File: src/rtl/ai_move_driver.sv
// Tic-tac-toe computer opponent: scans the board, picks a cell, drives a one-hot switch word and a confirm pulse.
// Optional macro AI_RANDOM_EN: LFSR-randomised choice for the non-tactical (centre/corner/side) moves.
module ai_move_driver #(
  parameter int unsigned THINK_CYCLES = 50_000_000,
  parameter int unsigned HOLD_CYCLES  = 4,
  parameter int unsigned ACK_TIMEOUT  = 1024,
  parameter bit          AI_TURN      = 1'b1
) (
  input  logic        clk,
  input  logic        reset_flag,
  input  logic        enable,
  input  logic [17:0] grid_state,
  input  logic        turn,
  input  logic [1:0]  game_result,
  output logic [8:0]  sw_out,
  output logic        btn_out,
  output logic        busy,
  output logic [3:0]  move_idx
);

  localparam int unsigned THINK_W = $clog2(THINK_CYCLES + 1);
  localparam int unsigned HOLD_W  = $clog2(HOLD_CYCLES);
  localparam int unsigned ACK_W   = $clog2(ACK_TIMEOUT);
  localparam int unsigned CNT_W0  = (THINK_W > ACK_W) ? THINK_W : ACK_W;
  localparam int unsigned CNT_W1  = (CNT_W0 > HOLD_W) ? CNT_W0 : HOLD_W;
  localparam int unsigned CNT_W   = (CNT_W1 > 0) ? CNT_W1 : 1;

  localparam logic [1:0] OWN = AI_TURN ? 2'b10 : 2'b01;
  localparam logic [1:0] OPP = AI_TURN ? 2'b01 : 2'b10;

  typedef enum logic [2:0] {
    S_IDLE, S_THINK, S_SCAN, S_DRIVE, S_PRESS, S_WAIT
  } state_e;

  state_e           state_q, state_d;
  logic [CNT_W-1:0] cnt_q, cnt_d;
  logic [3:0]       scan_q, scan_d;
  logic [3:0]       best_rank_q, best_rank_d;
  logic [3:0]       best_cell_q, best_cell_d;
  logic [8:0]       sw_q, sw_d;
  logic             btn_q, btn_d;
  logic             busy_q, busy_d;
  logic [3:0]       move_q, move_d;

  logic       trig_c;
  logic       cand_empty_c;
  logic       win_c, block_c;
  logic [3:0] pos_rank_c, rank_c, pick_c;
  logic       take_c;

  function automatic logic [1:0] cell_at(input logic [17:0] g, input logic [3:0] i);
    return g[{i, 1'b0} +: 2];
  endfunction

  // Zero-based cell triples of the eight winning lines.
  function automatic logic [11:0] line_cells(input logic [2:0] l);
    case (l)
      3'd0:    return {4'd0, 4'd1, 4'd2};
      3'd1:    return {4'd3, 4'd4, 4'd5};
      3'd2:    return {4'd6, 4'd7, 4'd8};
      3'd3:    return {4'd0, 4'd3, 4'd6};
      3'd4:    return {4'd1, 4'd4, 4'd7};
      3'd5:    return {4'd2, 4'd5, 4'd8};
      3'd6:    return {4'd0, 4'd4, 4'd8};
      default: return {4'd2, 4'd4, 4'd6};
    endcase
  endfunction

  assign trig_c = enable && (turn == AI_TURN) && (game_result == 2'b00);

`ifdef AI_RANDOM_EN
  logic [8:0] lfsr_q;
  logic [3:0] start_q, start_d;

  always_ff @(posedge clk or posedge reset_flag) begin
    if (reset_flag) begin
      lfsr_q  <= 9'h1A5;
      start_q <= '0;
    end else begin
      lfsr_q  <= {lfsr_q[7:0], lfsr_q[8] ^ lfsr_q[4]};
      start_q <= start_d;
    end
  end

  assign start_d = (state_q == S_THINK && state_d == S_SCAN) ? 4'(lfsr_q % 9'd9) : start_q;

  // Distance from the random start cell, wrapping 9 -> 1.
  always_comb begin
    pos_rank_c = 4'd3;
    if (scan_q >= start_q) pos_rank_c = 4'd3 + (scan_q - start_q);
    else                   pos_rank_c = 4'd3 + 4'(5'(scan_q) + 5'd9 - 5'(start_q));
  end
`else
  always_comb begin
    pos_rank_c = 4'd5;
    if (scan_q == 4'd4)                                   pos_rank_c = 4'd3;
    else if (scan_q inside {4'd0, 4'd2, 4'd6, 4'd8})     pos_rank_c = 4'd4;
  end
`endif

  // Evaluate the candidate cell against every line passing through it.
  always_comb begin
    cand_empty_c = (cell_at(grid_state, scan_q) == 2'b00) || (cell_at(grid_state, scan_q) == 2'b11);
    win_c   = 1'b0;
    block_c = 1'b0;
    for (int l = 0; l < 8; l++) begin
      logic [11:0] ln;
      logic [3:0]  o1, o2;
      logic        on_line;
      ln      = line_cells(3'(l));
      o1      = '0;
      o2      = '0;
      on_line = 1'b1;
      if (scan_q == ln[11:8])     begin o1 = ln[7:4];  o2 = ln[3:0]; end
      else if (scan_q == ln[7:4]) begin o1 = ln[11:8]; o2 = ln[3:0]; end
      else if (scan_q == ln[3:0]) begin o1 = ln[11:8]; o2 = ln[7:4]; end
      else                        on_line = 1'b0;
      if (on_line && cell_at(grid_state, o1) == OWN && cell_at(grid_state, o2) == OWN) win_c = 1'b1;
      if (on_line && cell_at(grid_state, o1) == OPP && cell_at(grid_state, o2) == OPP) block_c = 1'b1;
    end
    rank_c = win_c ? 4'd1 : (block_c ? 4'd2 : pos_rank_c);
    take_c = cand_empty_c && (rank_c < best_rank_q);
    pick_c = take_c ? (scan_q + 4'd1) : best_cell_q;
  end

  always_comb begin
    state_d     = state_q;
    cnt_d       = cnt_q;
    scan_d      = scan_q;
    best_rank_d = best_rank_q;
    best_cell_d = best_cell_q;
    sw_d        = sw_q;
    btn_d       = 1'b0;
    move_d      = move_q;
    case (state_q)
      S_IDLE: begin
        if (trig_c) begin
          state_d = S_THINK;
          cnt_d   = '0;
        end
      end
      S_THINK: begin
        if (!trig_c) begin
          state_d = S_IDLE;
          sw_d    = '0;
          move_d  = '0;
        end else if (cnt_q == CNT_W'(THINK_CYCLES)) begin
          state_d     = S_SCAN;
          scan_d      = '0;
          best_rank_d = 4'hF;
          best_cell_d = '0;
        end else begin
          cnt_d = cnt_q + CNT_W'(1);
        end
      end
      S_SCAN: begin
        if (!trig_c) begin
          state_d = S_IDLE;
          sw_d    = '0;
          move_d  = '0;
        end else begin
          if (take_c) begin
            best_rank_d = rank_c;
            best_cell_d = scan_q + 4'd1;
          end
          if (scan_q == 4'd8) begin
            move_d = pick_c;
            cnt_d  = '0;
            if (pick_c == 4'd0) begin
              state_d = S_IDLE;
            end else begin
              state_d = S_DRIVE;
              sw_d    = 9'(1) << (pick_c - 4'd1);
            end
          end else begin
            scan_d = scan_q + 4'd1;
          end
        end
      end
      S_DRIVE: begin
        if (!trig_c) begin
          state_d = S_IDLE;
          sw_d    = '0;
          move_d  = '0;
        end else if (cnt_q == CNT_W'(HOLD_CYCLES - 1)) begin
          state_d = S_PRESS;
          btn_d   = 1'b1;
        end else begin
          cnt_d = cnt_q + CNT_W'(1);
        end
      end
      S_PRESS: begin
        if (!trig_c) begin
          state_d = S_IDLE;
          sw_d    = '0;
          move_d  = '0;
        end else begin
          state_d = S_WAIT;
          sw_d    = '0;
          cnt_d   = '0;
        end
      end
      S_WAIT: begin
        if (turn != AI_TURN || game_result != 2'b00) begin
          state_d = S_IDLE;
        end else if (cnt_q == CNT_W'(ACK_TIMEOUT - 1)) begin
          state_d = S_IDLE;
        end else begin
          cnt_d = cnt_q + CNT_W'(1);
        end
      end
      default: begin
        state_d = S_IDLE;
        sw_d    = '0;
        move_d  = '0;
      end
    endcase
    busy_d = (state_d != S_IDLE);
  end

  always_ff @(posedge clk or posedge reset_flag) begin
    if (reset_flag) begin
      state_q     <= S_IDLE;
      cnt_q       <= '0;
      scan_q      <= '0;
      best_rank_q <= 4'hF;
      best_cell_q <= '0;
      sw_q        <= '0;
      btn_q       <= 1'b0;
      busy_q      <= 1'b0;
      move_q      <= '0;
    end else begin
      state_q     <= state_d;
      cnt_q       <= cnt_d;
      scan_q      <= scan_d;
      best_rank_q <= best_rank_d;
      best_cell_q <= best_cell_d;
      sw_q        <= sw_d;
      btn_q       <= btn_d;
      busy_q      <= busy_d;
      move_q      <= move_d;
    end
  end

  assign sw_out   = sw_q;
  assign btn_out  = btn_q;
  assign busy     = busy_q;
  assign move_idx = move_q;

endmodule

File: config.mk
export PLATFORM = sky130hd
export DESIGN_NAME = ai_move_driver
export DESIGN_NICKNAME = d
export VERILOG_FILES = /design/src/rtl/ai_move_driver.sv
export SDC_FILE = /design/constraint.sdc
export NUM_CORES = 1
export LEC_CHECK = 0
export CAP_MARGIN = 0
export CORE_MARGIN = 5
export CORE_UTILIZATION = 35
export DETAILED_ROUTE_END_ITERATION = 7
export HOLD_SLACK_MARGIN = 0.03
export MAX_ROUTING_LAYER = met4
export PLACE_DENSITY_LB_ADDON = 0.2
export SYNTH_ARGS = -nofsm -noshare
export SYNTH_HDL_FRONTEND = slang
export SYNTH_SLANG_ARGS = --single-unit
File: constraint.sdc
create_clock -name clk -period 12.71 [get_ports clk]
set_input_delay 2.542 -clock clk [delete_from_list [all_inputs] [get_ports clk]]
set_output_delay 2.542 -clock clk [all_outputs]
set_load 0.005 [all_outputs]
# Yosys cells after proc, flatten, opt, wreduce, memory -nomap -nowiden
# Cells that the tools add are included.
totals:
  in_bits: 24
  latchBits: 0
  output_inout_bits: 15
  wordCells: 285
  mem_bits_rw: 0
  register_bits: 56
  memories: 0
  mem_bits_ro: 0
classes:
  n_addsub: 3
  reduce_logical: 57
  n_div: 0
  multipliers: 0
  bitwise_logic: 2
  shift: 18
  order_cmp: 1
  eq_ne: 65
  n_mux: 130
ops:
  columns: ["operator", "n"]
  rows:
  - ["$shiftx A18 B6 Y2", 17]
  - ["$mux W26", 9]
  - ["$pmux W26 S5", 1]
  - ["$mux W3", 32]
  - ["$mux W4", 22]
  - ["$mux W1", 45]
  - ["$mux W9", 4]
  - ["$logic_and A1 B1 Y1", 35]
  - ["$eq A2 B2 Y1 const B", 17]
  - ["$eq A2 B1 Y1 const B", 16]
  - ["$pmux W9 S3", 1]
  - ["$add A26 B1 Y26 const B", 1]
  - ["$eq A26 B10 Y1 const B", 1]
  - ["$eq A26 B2 Y1 const B", 1]
  - ["$eq A26 B26 Y1 const B", 1]
  - ["$ne A2 B2 Y1 const B", 13]
  - ["$pmux W4 S2", 3]
  - ["$mux W2", 11]
  - ["$pmux W3 S6", 1]
  - ["$eq A4 B3 Y1 const B", 4]
  - ["$pmux W4 S3", 1]
  - ["$reduce_and A10 Y1", 1]
  - ["$reduce_and A5 Y1", 2]
  - ["$shl A1 B4 Y9 const A", 1]
  - ["24 further kinds", 36]

# Depth between registers and ports, before layout
# Gate-level depths: netlist (run 1).
depth:
  word_depth: 26
  depth_mapped: 24
  depth_no_buf: 20

# Worst setup path before layout (run 1)
# Ideal clock, no wire load.
synth_path:
  path_type: "input-to-reg"
  from: "input port grid_state[1]"
  to: "register sw_q[4], in the netlist sw_out[4]"
  cell_stages: 18
  required_ns: 12.615
  path_buffers: 2
  arrival_ns: 6.341
  setup_ns: 0.095
  slack_ns: 6.273
  path_cell_list: "clkbuf_1 > o21ai_0 > a31o_2 > a32o_1 > a211oi_2 > nand2_1 > a21oi_1 > nor2_1 > ha_1 > a21o_1 > a21oi_1 > o221a_2 > a21boi_4 > buf_6 > mux2_2 > ha_1 > or3_1 > o31ai_1"
synth_between:
  elab_chain_len: 23
  word_cells_on_any_way: 114
  classes_between: "add/sub: 1; order compare: 1; eq/ne: 34; shift: 18; mux: 23; reduce/logical: 37"
synth_rtl:
  columns: ["item", "line", "source"]
  rows:
  - ["from (decl)", "12", "input logic [17:0] grid_state,"]
  - ["$shiftx A18 B6 Y2", "52", "return g[{i, 1'b0} +: 2];"]
  - ["$eq A2 B1 Y1", "119", "if (on_line && cell_at(grid_state, o1) == OPP && cell_at(grid_state, o2) == OPP) block_c = 1'b1;"]
  - ["$logic_and A1 B1 Y1 (2 in series)", "119", null]
  - ["$mux W1 (8 in series)", "119", null]
  - ["$mux W4 (2 in series)", "121", "rank_c = win_c ? 4'd1 : (block_c ? 4'd2 : pos_rank_c);"]
  - ["$lt A4 B4 Y1", "122", "take_c = cand_empty_c && (rank_c < best_rank_q);"]
  - ["$logic_and A1 B1 Y1 (*)", "122", null]
  - ["$mux W4 (*)", null, null]
  - ["$sub A4 B1 Y4", "173", "sw_d = 9'(1) << (pick_c - 4'd1);"]
  - ["$shl A1 B4 Y9", "173", null]
  - ["$mux W9", "169", "if (pick_c == 4'd0) begin"]
  - ["$mux W9", "166", "if (scan_q == 4'd8) begin"]
  - ["$mux W9", "157", "if (!trig_c) begin"]
  - ["$pmux W9 S3", "135", "case (state_q)"]
  - ["to (signal assigned)", "238", "sw_q <= sw_d;"]
  - ["to (decl)", "40", "logic [8:0] sw_q, sw_d;"]
# Mark *: on every way between the ends. The rest lies on a longest branch, timed or not. The select of a mux whose other input is x is not followed.
# A chain may end at the register's enable or synchronous reset.

# Worst setup path in the final report (run 1)
# Ends and elaborated chain as after synthesis.

==> run metrics, run 1 <==
status=complete, no violations; Initial Utilization=0.354; synthesized area per cell=roughly 8.1 µm²; core area=between 10000 and 15000 µm²; HP Class=reg2reg; hpwl dp=9.53 mm; CP max-delay cell=clkdlybuf4s50_1; pin count of the biggest net entering global routing=57; antenna viol nets, final=0; cell area after synthesis=about 4700 µm²; fin crit share=0.565; Total GRT Usage=0.169; Max VDD drop=around 0.053 mV; Reg2Reg Setup Slack=roughly 7000 ps; total number of yosys warnings=0; vias in the first global route=approximately 4300; Antenna Cells=0; max incr delay on CP=820 ps; Setup CP Type=in2reg; full die area=between 15000 and 20000 µm²; RR Startpoint=scan_q[0]; Port-buffer cells=38; vias per cell=5.93; chip height=125 µm; pwr dens=about 70 nW/µm²; ys async rst share=1.00; Setup Buffers After CTS=0; pre-CTS setup slack=5280 ps; CTS H-tree lvls=2; R2R depth=20; layout cells sized above 1=0.0702; CTS root buf=clkbuf_16; Required @ worst endpoint=between 10000 and 15000 ps; clock buffer count from CTS=5; syn_nets=between 600 and 700; top post-synthesis cells by area=dfrtp_1 (28%), o21ai_0 (4.9%), nand2_1 (4.9%), nor2_1 (4.8%), ha_1 (3.0%); first-pass GRT wire length=21.8 mm; Longest Clk Path Bufs=2; initial antenna violation count=0; Leak Pwr=roughly 2.0 nW; crit path to=sw_out[4]; Worst-Margin Slew=a little under 800 ps; RePlAce Congestion=around 0.94; Worst Skew=between 5 and 6 ps; post-synthesis register bit count=56; CP endpoint kind=register; Post-synth EDFFs=0; total vias in the final route=4587; drt drc=0; IO Count=39; register area share after synthesis=0.302; post-layout min period=roughly 7200 ps; post-route cell area=5280 µm²; Post-Synthesis Cells=~580; Power, Total=0.371 mW; crit path launch type=input port; Die W=around 130 µm; Main synth FF type=dfrtp_1; DRT Pass-1 Iters=7; Cell Area, Placed=between 5000 and 6000 µm²; initial drt markers=between 400 and 500; final hold vios=0; maxcap violations=0; CTS Hold Bufs=0; setup_tns=0 ps; Nets=633; worst-skew pair later-pin latency=roughly 300 ps; hold_sp=sw_out[2]; CTS Sinks=56; reg2reg end=sw_out[4]; Relative slew margins=0.472; max-slew violations=0; final WL=around 13 mm; Avg WL per Cell=around 17 µm; clock tree from TritonCTS=done; crit path DAT=around 7400 ps; Clock transition at path regs=roughly 70 ps; Cell Rows=42; Yosys top cell by area=dfrtp_1; Max Fclk=around 140 MHz; final setup violation count=0; crit-path cells=clkdlybuf4s50_1 -> o21ai_0 -> a31o_2 -> a32o_1 -> a211oi_2 -> nand2_1 -> a21oi_1 -> nor2_1 -> ha_1 -> a21o_1 -> a21oi_1 -> o221a_2 -> a21boi_4 -> mux2_2 -> ha_1 -> or3_1 -> o31ai_1; post-CTS sizing=0; CP Max Fanout=17; RSZ-0062 raised after global routing=no; Synth top area share=0.279; Critical Path Source=grid_state[1]; Synth cell types=80; grt total ovfl=0; Area growth syn-to-layout=13.3%; setup ws final=5520 ps
==> critical path, delay by kind of cell <==
| family | cells | cell delay [ps] |
|---|---|---|
| AOI/OAI and AO/OA | 10 | 2360 |
| adders and majority gates | 2 | 640 |
| buffers and inverters | 1 | 820 |
| muxes | 1 | 430 |
| and+or+nand+nor | 3 | 590 |
==> flip-flops by register name, indices dropped and copies added, names as in the netlist <==
name / count
best_cell_q: 4
best_rank_q: 4
btn_out: 1
busy: 1
cnt_q: 26
move_idx: 4
scan_q: 4
state_q: 3
sw_out: 9
==> cells by family after synthesis <==
family          count (synthesis)  share of synthesized area
compound gates                161                      0.242
xor+xnor                       17                     0.0320
simple gates                  257                      0.286
buf+inv                        56                     0.0583
fa+ha+maj                      11                     0.0296
mux                            20                     0.0500
flops                          56                      0.302
==> metal layers <==
metal | up-vias | GRT usage | share of wire
met5 | - | - | 0
met4 | 0 | 0.0542 | 0.022
met1 | 2207 | 0.229 | 0.44
met3 | 31 | 0.0260 | 0.060
met2 | 177 | 0.260 | 0.48
li1 | 2172 | - | -
==> cell usage after synthesis (all sizes together), types with 11 or more instances <==
master and count:
nand2 61, nor2 60, o21ai 54, dfrtp 52, inv 25, a21oi 20
nor2b 20, buf 17, nand3 17, nor3 15, clkbuf 14, and3 12
mux2i 12, ha 11, nand2b 11, o31ai 11
==> stage by stage <==
stage | util | instances | hold WS (ps)
2_1_floorplan | - | 578 | 465
3_3_place_gp | 0.390 | 767 | 466
3_5_place_dp | 0.390 | 767 | 470
4_1_cts | 0.402 | 774 | 488
5_1_grt | 0.402 | 774 | 504
6_report | 0.402 | 774 | 479
==> how the worst min path moves through the flow <==
| stage | endpoint | slack [ps] | cells after the start |
|---|---|---|---|
| after global placement | sw_out[7] | 470 | 2 |
| after CTS | sw_out[2] | 490 | 2 |
| final | sw_out[2] | 480 | 2 |
| after global routing | sw_out[3] | 500 | 2 |
| after floorplan | cnt_q[10] | 470 | 1 |
| after detailed placement | sw_out[2] | 470 | 2 |
==> final cells by class <==
type                            count  area (µm²)
Fill cell                        1367        7860
Multi-Input combinational cell    466        2980
Sequential cell                    56        1410
Timing Repair Buffer               44         425
Tap cell                          176         220
Clock buffer                        7         153
Inverter                           25        93.8
==> layout by cell type, fill, tap and decap left out, types with 5 or more instances in the layout <==
cell,count
a32oi_1,5
nand3_1,17
clkdlybuf4s50_1,38
nand2b_1,11
ha_1,11
buf_4,6
inv_1,24
and3_1,12
xnor2_1,7
or3_1,5
clkbuf_16,5
a31oi_1,7
o31ai_1,11
nand4_1,10
nor2b_1,20
nor3_1,15
nand2_1,61
a22oi_1,5
a21oi_1,19
o21ai_0,46
o21ai_1,8
o32a_1,5
nor2_1,60
mux2_2,6
nand3b_1,6
o2bb2ai_1,5
dfrtp_1,52
mux2i_1,12
xor2_1,10
o21a_1,5
nor4_1,10
==> power by group <==
group	switching (mW)	leakage, nW	total (mW)	internal, mW
clock network	0.0623	0.0760	0.145	0.0829
logic	0.0268	1.18	0.0462	0.0193
registers	0.000865	0.767	0.180	0.179
total	0.0901	2.02	0.371	0.281
(Power assumes the default switching activity.)
==> run 2, diff against run 1 <==
Clock period 12.71 ns to 7.35 ns, I/O delays scaled along.
==> run metrics, run 2 (same netlist as run 1, synthesis figures left out) <==
initial drt markers=329 (-26%); reg2reg end=sw_out[5]; crit-path cells=clkdlybuf4s50_1 -> or3b_2 -> o32a_1 -> o2111ai_1 -> a211oi_2 -> nand2_1 -> a21oi_1 -> nor2_1 -> ha_1 -> a21o_1 -> a21oi_1 -> o221a_2 -> a21boi_4 -> mux2_2 -> ha_1 -> or3_1 -> o31ai_1; max incr delay on CP=760 ps (-60 ps); final hold vios=0 (unchanged); clock tree from TritonCTS=done; drt drc=0 (unchanged); Worst-Margin Slew=1010 ps (+220 ps); Filler Cell Count=1339 (-2.0%); status=complete, no violations; Sw Share=0.252 (+0.00907); Max Fclk=between 150 and 200 MHz; post-route cell area=5290 µm² (+0.14%); Max VDD drop=0.0953 mV (+81%); CTS H-tree lvls=2 (unchanged); hold_sp=sw_out[2]; Int Pwr=0.479 mW (+70%); Sequential Power Share=0.485 (about the same); Die W=125 µm (unchanged); core area=13100 µm² (unchanged); post-layout util=0.402 (+0.000572); pwr dens=121 nW/µm² (+72%); Area growth syn-to-layout=13.5%; number of flip-flops under the largest register name=26 (unchanged); Relative slew margins=0.327 (-0.145); Most flops, register=cnt_q; vias in the first global route=4278 (-0.53%); Longest Clk Path Bufs=2 (unchanged); R2R depth=19 (-5.0%); Leak Pwr=2.03 nW (+0.33%); crit path launch type=input port; initial antenna violation count=0 (unchanged); setup_tns=0 ps (unchanged); maxcap violations=0 (unchanged); Antenna Cells=0 (unchanged); total vias in the final route=4511 (-1.7%); max-slew violations=0 (unchanged); CP Max Fanout=17 (unchanged); Setup CP Type=in2reg; setup ws final=1210 ps (-4320 ps); Port-buffer cells=38 (unchanged); vias per cell=5.81 (-1.9%); Hold Path Depth=2 (unchanged); CTS Hold Bufs=0 (unchanged); Required @ worst endpoint=7550 ps (-5370 ps); CTS root buf=clkbuf_16; full die area=15700 µm² (unchanged); first-pass GRT wire length=22.5 mm (+3.1%); Initial Utilization=0.354 (unchanged); post-layout min period=just over 6000 ps; final WL=13.6 mm (+1.4%); multi-input logic area=2980 µm² (unchanged); pin count of the biggest net entering global routing=57 (unchanged); combinational power share=0.122 (-0.002); hold slack=489 ps (+9.68 ps); IO Count=39 (unchanged); Worst Skew=3.68 ps (-2.06 ps); antenna viol nets, final=0 (unchanged); RePlAce Congestion=0.949 (+1.1%); Cell Area, Placed=5130 µm² (+0.15%); crit path DAT=6340 ps (-1050 ps); leading cell type in the layout, fill and taps excluded=nand2_1; CP max-delay cell=clkdlybuf4s50_1; RSZ-0062 raised after global routing=no; hpwl dp=9.80 mm (+2.8%); layout cells sized above 1=0.0733 (+0.00310); Nets=634 (+0.16%); Net Switching=0.161 mW (+79%); fin crit share=0.836; RR Startpoint=scan_q[0]; sequential cell area=1410 µm² (unchanged); clock power share=0.393 (+0.002); worst-skew pair later-pin latency=290 ps (about the same); grt total ovfl=0 (unchanged); pre-CTS setup slack=924 ps (-4350 ps); chip height=125 µm (unchanged); Total GRT Usage=0.175 (+0.00657); Setup Buffers After CTS=0 (unchanged); DRT Pass-1 Iters=5 (-2); Hold Path End=sw_out[2]; CP endpoint kind=register; Clock transition at path regs=70 ps (about the same); final setup violation count=0 (unchanged); Buf/Inv on CP=1 (unchanged); most frequent cells in the layout=nand2_1 (61), nor2_1 (60), dfrtp_1 (52); Reg2Reg Setup Slack=1310 ps (-5510 ps); post-CTS sizing=0 (unchanged); Power, Total=0.640 mW (+73%); clock buffer count from CTS=5 (unchanged); Top delay family on crit path=compound AO/OA/AOI/OAI gates; Cell Rows=42 (unchanged); Avg WL per Cell=17.5 µm (+1.1%); Cells after DPL=768 (+0.13%); HP Class=reg2reg; non-filler cells, final=776 (+0.26%); CTS Sinks=56 (unchanged)
==> run 2: changes by cell type in the layout (fill, tap and decap cells not counted), sizes merged <==
| cell | previous run | this run |
|---|---|---|
| buf | 6 | 7 |
| inv | 25 | 26 |
| clkinv | 0 | 1 |
| clkbuf | 7 | 6 |
==> run 2: worst max-delay path by stage <==
stage,slack [ps],cells past startpoint,start,to
6_report,1210,17,grid_state[8],sw_out[5]
5_1_grt,890,19,scan_q[0],sw_out[4]
4_1_cts,1250,17,grid_state[8],sw_out[5]
3_5_place_dp,920,17,grid_state[8],sw_out[5]
3_3_place_gp,1030,17,grid_state[8],sw_out[6]
2_1_floorplan,1990,18,grid_state[1],sw_out[4]
==> run 2: cell type report <==
| cell class | count | share of cell area |
|---|---|---|
| Clock inverter | 2 | 0.00260 |
| Tap cell | 176 | 0.0417 |
| Multi-Input combinational cell | 466 | 0.564 |
| Timing Repair Buffer | 45 | 0.0819 |
| Inverter | 25 | 0.0178 |
| Sequential cell | 56 | 0.266 |
| Clock buffer | 6 | 0.0263 |
==> run 2: metal layers <==
| metal | global-route usage | share of wire |
|---|---|---|
| met1 | 0.244 | 0.47 |
| met2 | 0.274 | 0.46 |
| met3 | 0.0230 | 0.049 |
| met4 | 0.0408 | 0.021 |
| met5 | - | 0 |
==> run 2: worst register-to-register path: stages, from the launching register on <==
cell	delay (ps)
dfrtp_1	550
inv_1	320
ha_1	710
inv_1	400
or4_1	570
o21ai_0	130
a32o_1	200
a211oi_2	70
nand2_1	90
a21oi_1	50
nor2_1	170
ha_1	260
a21o_1	180
a21oi_1	130
o221a_2	230
a21boi_4	470
mux2_2	430
ha_1	340
or3_1	430
o31ai_1	210
==> run 2: power by group through the flow <==
stage	registers (mW)	clock network [mW]	logic (mW)
global route	0.311	0.273	0.0861
finish	0.311	0.251	0.0782
detailed placement	0.317	0	0.0779
global placement	0.317	0	0.0775
CTS	0.311	0.260	0.0784
floorplan	0.316	0	0.0474
